$ cat src/rtl/rv32i_pkg.sv
// Shared RV32I pipeline definitions: register-file geometry and the
// operand forward-select encoding used by the decode-side operand fetch.
package rv32i_pkg;

  localparam int XLEN = 32;
  localparam int AW   = 5;

  localparam logic [AW-1:0] REG_X0 = 5'd0;

  // Where a source operand is taken from, in decreasing priority order
  // FWD_ZERO > FWD_EX > FWD_MEM > FWD_WB > FWD_RF.
  typedef enum logic [2:0] {
    FWD_RF   = 3'd0,
    FWD_WB   = 3'd1,
    FWD_MEM  = 3'd2,
    FWD_EX   = 3'd3,
    FWD_ZERO = 3'd4
  } fwd_sel_e;

  // Pick the youngest in-flight producer of src. A load in EX has no data yet,
  // so it is skipped here; the stall logic covers that case.
  function automatic fwd_sel_e fwd_select(
    input logic [AW-1:0] src,
    input logic          ex_reg_write,
    input logic          ex_load,
    input logic [AW-1:0] ex_rd,
    input logic          mem_reg_write,
    input logic [AW-1:0] mem_rd,
    input logic          wb_en,
    input logic [AW-1:0] wb_rd
  );
    fwd_sel_e sel;
    if (src == REG_X0) begin
      sel = FWD_ZERO;
    end else if (ex_reg_write && !ex_load && (ex_rd == src)) begin
      sel = FWD_EX;
    end else if (mem_reg_write && (mem_rd == src)) begin
      sel = FWD_MEM;
    end else if (wb_en && (wb_rd == src)) begin
      sel = FWD_WB;
    end else begin
      sel = FWD_RF;
    end
    return sel;
  endfunction

endpackage

$ cat src/rtl/reg_file_2r1w.sv
// 32 x XLEN integer register file: two combinational read ports, one write
// port, asynchronous reset, x0 reads as zero and ignores writes.
module reg_file_2r1w #(
  parameter int XLEN = 32,
  parameter int AW   = 5
) (
  input  logic            clk,
  input  logic            rst_n,
  input  logic            we,
  input  logic [AW-1:0]   waddr,
  input  logic [XLEN-1:0] wdata,
  input  logic [AW-1:0]   raddr_a,
  output logic [XLEN-1:0] rdata_a,
  input  logic [AW-1:0]   raddr_b,
  output logic [XLEN-1:0] rdata_b
);
  import rv32i_pkg::*;

  localparam int NREG = 1 << AW;

  logic [XLEN-1:0] regs_q [0:NREG-1];
  logic [XLEN-1:0] regs_d [0:NREG-1];

  // Next-state of the array: apply the single write, dropping writes to x0.
  always_comb begin
    regs_d = regs_q;
    if (we && (waddr != REG_X0)) begin
      regs_d[waddr] = wdata;
    end else begin
      regs_d = regs_q;
    end
  end

  // Register array state, cleared asynchronously.
  always_ff @(posedge clk or negedge rst_n) begin
    if (!rst_n) begin
      regs_q <= '{default: '0};
    end else begin
      regs_q <= regs_d;
    end
  end

  // Read ports; x0 is forced to zero regardless of array contents.
  always_comb begin
    if (raddr_a == REG_X0) begin
      rdata_a = {XLEN{1'b0}};
    end else begin
      rdata_a = regs_q[raddr_a];
    end
    if (raddr_b == REG_X0) begin
      rdata_b = {XLEN{1'b0}};
    end else begin
      rdata_b = regs_q[raddr_b];
    end
  end

endmodule

$ cat src/rtl/operand_fetch.sv
// Decode-side operand fetch: register file read, EX/MEM/WB forwarding,
// load-use stall detection and the ID/EX operand registers.
module operand_fetch #(
  parameter int XLEN  = 32,
  parameter int AW    = 5,
  parameter int CNT_W = 16
) (
  input  logic             clk,
  input  logic             rst_n,
  input  logic             wb_en,
  input  logic [AW-1:0]    wb_rd,
  input  logic [XLEN-1:0]  wb_data,
  input  logic             id_valid,
  input  logic [AW-1:0]    id_rs1,
  input  logic [AW-1:0]    id_rs2,
  input  logic             id_use_rs1,
  input  logic             id_use_rs2,
  input  logic             ex_reg_write,
  input  logic             ex_load,
  input  logic [AW-1:0]    ex_rd,
  input  logic [XLEN-1:0]  ex_result,
  input  logic             mem_reg_write,
  input  logic [AW-1:0]    mem_rd,
  input  logic [XLEN-1:0]  mem_result,
  input  logic             hold,
  input  logic             flush,
  output logic             stall,
  output logic             ex_valid_q,
  output logic [XLEN-1:0]  rs1_data_q,
  output logic [XLEN-1:0]  rs2_data_q,
  output logic [CNT_W-1:0] stall_cnt
);
  import rv32i_pkg::*;

  logic [XLEN-1:0]  rf_rs1_s;
  logic [XLEN-1:0]  rf_rs2_s;
  fwd_sel_e         sel_rs1_s;
  fwd_sel_e         sel_rs2_s;
  logic [XLEN-1:0]  rs1_res_s;
  logic [XLEN-1:0]  rs2_res_s;
  logic             stall_s;
  logic             ex_valid_d;
  logic [XLEN-1:0]  rs1_data_d;
  logic [XLEN-1:0]  rs2_data_d;
  logic [CNT_W-1:0] stall_cnt_d;
  logic [CNT_W-1:0] stall_cnt_q;

  reg_file_2r1w #(
    .XLEN (XLEN),
    .AW   (AW)
  ) u_rf (
    .clk     (clk),
    .rst_n   (rst_n),
    .we      (wb_en),
    .waddr   (wb_rd),
    .wdata   (wb_data),
    .raddr_a (id_rs1),
    .rdata_a (rf_rs1_s),
    .raddr_b (id_rs2),
    .rdata_b (rf_rs2_s)
  );

  // Operand mux driven by a forward-select code.
  function automatic logic [XLEN-1:0] fwd_mux(
    input fwd_sel_e        sel,
    input logic [XLEN-1:0] rf_val,
    input logic [XLEN-1:0] wb_val,
    input logic [XLEN-1:0] mem_val,
    input logic [XLEN-1:0] ex_val
  );
    logic [XLEN-1:0] val;
    case (sel)
      FWD_ZERO: val = {XLEN{1'b0}};
      FWD_EX:   val = ex_val;
      FWD_MEM:  val = mem_val;
      FWD_WB:   val = wb_val;
      FWD_RF:   val = rf_val;
      default:  val = {XLEN{1'b0}};
    endcase
    return val;
  endfunction

  // Resolve both sources; WB write-through makes same-cycle writes visible.
  always_comb begin
    sel_rs1_s = fwd_select(id_rs1, ex_reg_write, ex_load, ex_rd,
                           mem_reg_write, mem_rd, wb_en, wb_rd);
    sel_rs2_s = fwd_select(id_rs2, ex_reg_write, ex_load, ex_rd,
                           mem_reg_write, mem_rd, wb_en, wb_rd);
    rs1_res_s = fwd_mux(sel_rs1_s, rf_rs1_s, wb_data, mem_result, ex_result);
    rs2_res_s = fwd_mux(sel_rs2_s, rf_rs2_s, wb_data, mem_result, ex_result);
  end

  // Load-use hazard: a load in EX feeds a source actually read by ID.
  always_comb begin
    stall_s = id_valid & ~flush & ex_reg_write & ex_load & (ex_rd != REG_X0) &
              ((id_use_rs1 & (id_rs1 == ex_rd)) | (id_use_rs2 & (id_rs2 == ex_rd)));
  end

  assign stall     = stall_s;
  assign stall_cnt = stall_cnt_q;

  // ID/EX next state, priority flush > hold > stall > normal advance.
  always_comb begin
    ex_valid_d = ex_valid_q;
    rs1_data_d = rs1_data_q;
    rs2_data_d = rs2_data_q;
    if (flush) begin
      ex_valid_d = 1'b0;
    end else if (hold) begin
      ex_valid_d = ex_valid_q;
    end else if (stall_s) begin
      ex_valid_d = 1'b0;
    end else begin
      ex_valid_d = id_valid;
      rs1_data_d = rs1_res_s;
      rs2_data_d = rs2_res_s;
    end
  end

  // Saturating count of stall cycles that actually took effect (not held).
  always_comb begin
    stall_cnt_d = stall_cnt_q;
    if (stall_s && !hold && (stall_cnt_q != {CNT_W{1'b1}})) begin
      stall_cnt_d = stall_cnt_q + {{(CNT_W-1){1'b0}}, 1'b1};
    end else begin
      stall_cnt_d = stall_cnt_q;
    end
  end

  // ID/EX boundary registers and stall counter.
  always_ff @(posedge clk or negedge rst_n) begin
    if (!rst_n) begin
      ex_valid_q  <= 1'b0;
      rs1_data_q  <= {XLEN{1'b0}};
      rs2_data_q  <= {XLEN{1'b0}};
      stall_cnt_q <= {CNT_W{1'b0}};
    end else begin
      ex_valid_q  <= ex_valid_d;
      rs1_data_q  <= rs1_data_d;
      rs2_data_q  <= rs2_data_d;
      stall_cnt_q <= stall_cnt_d;
    end
  end

endmodule

$ cat config.mk
export PLATFORM = sky130hd
export DESIGN_NAME = operand_fetch
export DESIGN_NICKNAME = d
export VERILOG_FILES = /design/src/rtl/rv32i_pkg.sv /design/src/rtl/reg_file_2r1w.sv /design/src/rtl/operand_fetch.sv
export SDC_FILE = /design/constraint.sdc
export NUM_CORES = 2
export LEC_CHECK = 0
export ABC_CLOCK_PERIOD_IN_PS = 4700
export CORE_UTILIZATION = 30
export CTS_CLUSTER_SIZE = 20
export DETAILED_ROUTE_END_ITERATION = 12
export SYNTH_ARGS = -nofsm -noshare
export SYNTH_HDL_FRONTEND = slang
export SYNTH_SLANG_ARGS = --single-unit
$ cat constraint.sdc
create_clock -name clk -period 4.7 [get_ports clk]
set_clock_uncertainty 0.2 [all_clocks]
set_input_delay 0.94 -clock clk [delete_from_list [all_inputs] [get_ports clk]]
set_output_delay 0.94 -clock clk [all_outputs]
set_load 0.005 [all_outputs]
* Yosys cells after proc, flatten, opt, wreduce, memory -nomap -nowiden
Cells that the tools add are included.
** Storage, ports and cells
- Output and inout bits :: 82
- Bits of input ports :: 132
- Register bits after elaboration :: 1105
- Word-level logic and storage cells :: 115
** Cells by class
- Equality and inequality tests :: 16
- Muxes and demuxes :: 24
- Reduce and logical (&&, ||, !) cells :: 20
- Bitwise gates (word level) :: 14
- $lt $le $gt $ge :: 4
- $add $sub $neg :: 1
** Operators by type and width (number)
- 1024-bit bitwise mux :: 1
- 32-bit binary-select mux with 5-bit select :: 2
- 32-bit one-hot mux with 4 select lines :: 2
- 32-bit two-way mux :: 7
- 32-bit demux with 5-bit select :: 1
- 5-bit == test :: 8
- 6-bit greater-or-equal comparator (second input constant) :: 3
- 5-bit NOT with 6-bit output :: 3
- 16-bit by 1-bit adder with 16-bit output (second input constant) :: 1
- 16-bit != test (second input constant) :: 1
- 3-bit by 2-bit == test with 1-bit output (second input constant) :: 4
- 1-bit logical AND :: 11
- 5-bit logical NOT :: 2
- 5-bit nonzero test :: 2
- 2-bit two-way mux :: 4
- 1-bit AND :: 7
- 3-bit by 1-bit == test with 1-bit output (second input constant) :: 2
- 3-bit logical NOT :: 2
- 6-bit by 1-bit < comparator with 1-bit output (second input constant) :: 1
- 3-bit two-way mux :: 2
- 1-bit two-way mux :: 5
- 1-bit NOT :: 3
- 3-bit AND reduction :: 1
- 1-bit logical NOT :: 2
- other kinds (2) :: 2

* Depth between registers and ports, before layout
- Depth after elaboration :: 9
- Mapped depth :: 11

* Modules after synthesis
A second synthesis with hierarchy kept.
** Unflattened totals
- Cells, all modules :: 4277
- Area, all modules :: 60096.4 um^2
** By module, submodules not included
- reg_file_2r1w :: seq. area each 25624.6 um^2, cells an instance 3621, area each 54358.4 um^2, instances 1
- operand_fetch :: seq. area each 2026.9 um^2, cells an instance 656, area each 5738.0 um^2, instances 1

* Least setup slack after synthesis
OpenSTA, ideal clock, no wires.
- Kind :: input-to-output
- From :: input id_rs2[3]
- To :: output stall
- Setup slack :: 1.368 ns
- Path buffers :: 3
- Stages :: 8
- Required time :: 3.560 ns
- Arrival :: 2.192 ns
- Cell sequence :: buf_2 xnor2_1 nand3_1 o22ai_1 nand2_1 clkbuf_1 clkbuf_1 inv_1
** On the way
- Longest elaborated chain between the ends :: 4
** RTL lines
- start: declaration :: RTL line operand_fetch.sv:15 : input logic [AW-1:0] id_rs2,
- 5-bit == test :: RTL line operand_fetch.sv:96 : ((id_use_rs1 & (id_rs1 == ex_rd)) | (id_use_rs2 & (id_rs2 == ex_rd)));
- 1-bit AND :: RTL line operand_fetch.sv:96
- 1-bit bitwise OR :: RTL line operand_fetch.sv:96
- 1-bit AND :: RTL line operand_fetch.sv:95 : stall_s = id_valid & ~flush & ex_reg_write & ex_load & (ex_rd != REG_X0) &
- end: declaration :: RTL line operand_fetch.sv:27 : output logic stall,
No other way between the ends.

* Final worst setup path
- From :: input id_rs2[4]
- To :: output stall
The elaborated chain is that of the path after synthesis.

==> results.py <==
metrics = {
    "sta": {
        "post-route-period-util_pct": 93.6,
        "rsz0062_at_grt": "false",
        "setup_viol": 0,
        "worstMarginPinSlew_ps": 1370,
        "period_minus_slack_ps": 4400,
        "tns_ps": 0,
        "max_freq_ghz": 0.227,
        "fin_ws_ps": 299,
        "hold_violations": 0,
        "relSlewSlack_pct": 8.42,
        "drv_slew": 0,
    },
    "clock_network": {
        "post_cts.repair.setup_buffers": 0,
        "cts_resized": 0,
        "cts_buffers": 114,
        "cts-root-buf": "clkbuf_16",
        "cts.sinks": 1105,
        "insertion_delay_ps": 740,
        "cts_tree": "yes",
        "cts.reportedPaths.clkPinSlew_ps": 60,
        "hold_buffers": 0,
        "cts_buffer_depth": 3,
        "htree_levels": 3,
    },
    "critical_path": {
        "r2r_end": "stall_cnt[15]",
        "cp.required_ps": 3560,
        "crit_fanout": 3,
        "endpoint_kind": "output port",
        "critPathArrivalTime_ps": 3260,
        "critPathKind": "primary input to output port",
        "ff2ff_setup_slack_ps": 1980,
        "reg2reg_from": "stall_cnt[3]",
        "start_kind": "primary input",
        "ff2ff_path_depth": 7,
    },
    "routing": {
        "drt_iter0_drc": 4354,
        "wl_mm": 216,
        "dr.pass1.iters": 9,
        "avgRoutedWirePerCell_um": 30.9,
        "vias": 40700,
        "drc": 0,
        "detail-route-antenna-nets": 0,
        "viasPerCell": 5.82,
    },
    "placed_design": {
        "routabilityCongestion": 0.928,
        "dp.final_hpwl_mm": 138,
        "dp_slack_ps": 278,
        "io_buffers": 213,
    },
    "grt": {
        "grt_overflow_total": 0,
        "grt_max_degree": 95,
        "grt_pass1_vias": 41600,
        "antenna_found_initial": 4,
        "grt_pass1_wl_mm": 311,
        "grt_usage_pct": 21.6,
    },
    "floorplanning": {
        "die_width_um": 445,
        "core-area_mm2": 0.195,
        "dieArea_mm2": 0.198,
        "die_y_um": 445,
        "num_rows": 162,
        "start_util_pct": 30.2,
        "io_pins": 214,
    },
    "synthesis": {
        "synthTopCellsByArea": "dfrtp_1 (47%), mux2_2 (19%), mux4_2 (15%)",
        "synth_cell_type_count": 54,
        "synthesis.area_mm2": 0.0588,
        "synth_ff_type": "dfrtp_1",
        "yosys.area.top_type": "dfrtp_1",
        "seq_area_frac_synth_pct": 47.0,
        "synth_fp_nets": 4324,
        "yosysTopAreaCellShare_pct": 47.0,
        "synthCells": 4191,
        "ys_seq_elements": 1105,
        "yosysWarnings": 0,
        "postSynth.asyncResetShare_pct": 100,
        "syn-mean-instance-area_um2": 14.0,
        "synth_edf_count": 0,
    },
    "pwr": {
        "p_leak_nw": 29.3,
        "p_per_area_mw_per_mm2": 407,
        "max-vdd-ir-drop_mv": 0.332,
    },
    "run_status": {
        "outcome": "complete, no violations",
    },
    "layout": {
        "nets": 4417,
        "syn_to_final_growth_pct": 17.1,
        "drive_above_1_share_pct": 43.3,
        "fillCellCount": 18600,
        "multi_input_area_mm2": 0.0294,
        "register_area_mm2": 0.0277,
    },
    "min_path": {
        "hp-class": "primary input to async pin",
    },
    "job": {
        "drv_cap": 0,
    },
}
## critical path, cell delays in order
cell and delay (ps):
clkdlybuf4s50_1 460, buf_4 240, xnor2_1 170, nand3_1 110, o22ai_1 290, buf_4 210, nand2_1 110, buf_12 180
inv_1 50, clkdlybuf4s50_1 490
## layout make-up
class | count | share of cell area, %
antenna | 2 | 0.00727
clock buffer | 169 | 4.96
clock inverter | 35 | 0.601
inverter | 6 | 0.0363
multi-input combinational | 2601 | 42.6
sequential | 1105 | 40.2
tap | 2624 | 4.77
timing repair buffer | 456 | 6.85
## registers in the layout, summed over array words and instances, names as in the netlist
register     cells
rs1_data_q      32
stall_cnt       16
u_rf.regs_q   1024
ex_valid_q       1
rs2_data_q      32
## power by group
| group | switching [W] | internal [W] | total, W |
|---|---|---|---|
| Clock | 0.00398 | 0.00547 | 0.00946 |
| Combinational | 0.00247 | 0.00339 | 0.00586 |
| Sequential | 0.00141 | 0.0113 | 0.0127 |
| Total | 0.00786 | 0.0202 | 0.0280 |
## metrics by stage
step           instances  instance area [µm²]  utilization, %  power (W)  hold WS (ps)
3_3_place_gp        6792                65000            33.4     0.0184           177
6_report            6998                68900            35.4     0.0280          82.7
5_1_grt             6997                68900            35.4     0.0291           107
2_1_floorplan       4191                58800               -     0.0163           241
4_1_cts             6996                68900            35.3     0.0281          71.1
3_5_place_dp        6792                65000            33.4     0.0186           184
## kinds of logic after synthesis
family / Yosys count / share of synthesized area (%)
mux: 1620 / 38.3
flops: 1105 / 47.0
buf+inv: 485 / 3.62
simple gates: 469 / 4.11
compound gates: 466 / 6.25
xor+xnor: 45 / 0.670
fa+ha+maj: 1 / 0.0213
## worst max-delay path by stage
stage | end | cells past startpoint | slack (ps) | startpoint
after global routing | stall | 9 | 140 | id_rs1[1]
after CTS | stall | 9 | 270 | id_rs1[1]
after floorplan | stall | 8 | 1370 | id_rs2[3]
after detailed placement | stall | 9 | 280 | id_rs1[1]
after global placement | stall | 9 | 230 | id_rs1[1]
final | stall | 10 | 300 | id_rs2[4]
## cell usage in the layout (no fill, tap or decap), types with 45 or more instances in the layout
cell type        netlist  layout
a222oi_1              72      72
nand3_1              166     162
a21oi_1               45      45
mux2i_1              222     222
a22oi_1              168     168
clkdlybuf4s50_1        0     205
buf_12                 0      59
clkbuf_16              0     117
dfrtp_1             1105    1105
mux4_2               404     404
mux2_2               984     984
buf_4                 22     186
nand2_1              110      97
a22o_1                47      47
## layer usage
metal  GRT usage [%]  up-vias  share of wire [%]
met5               0        -              0.015
met4            14.2        4                7.2
met3            3.96      584                6.6
met2            36.4     1845                 49
met1            25.2    21900                 37
li1                -    16400                  -
## synthesized netlist by cell type, types with 38 or more instances
master and number:
clkbuf_1 289, mux4_2 404, a21oi_1 45, nand3_1 166, nand2_1 110, buf_1 63, buf_2 90, a221oi_1 41
a22oi_1 168, dfrtp_1 1105, a22o_1 47, mux2_2 984, mux2i_1 222, a222oi_1 72, nand4_1 38
(Power assumes the default switching activity.)
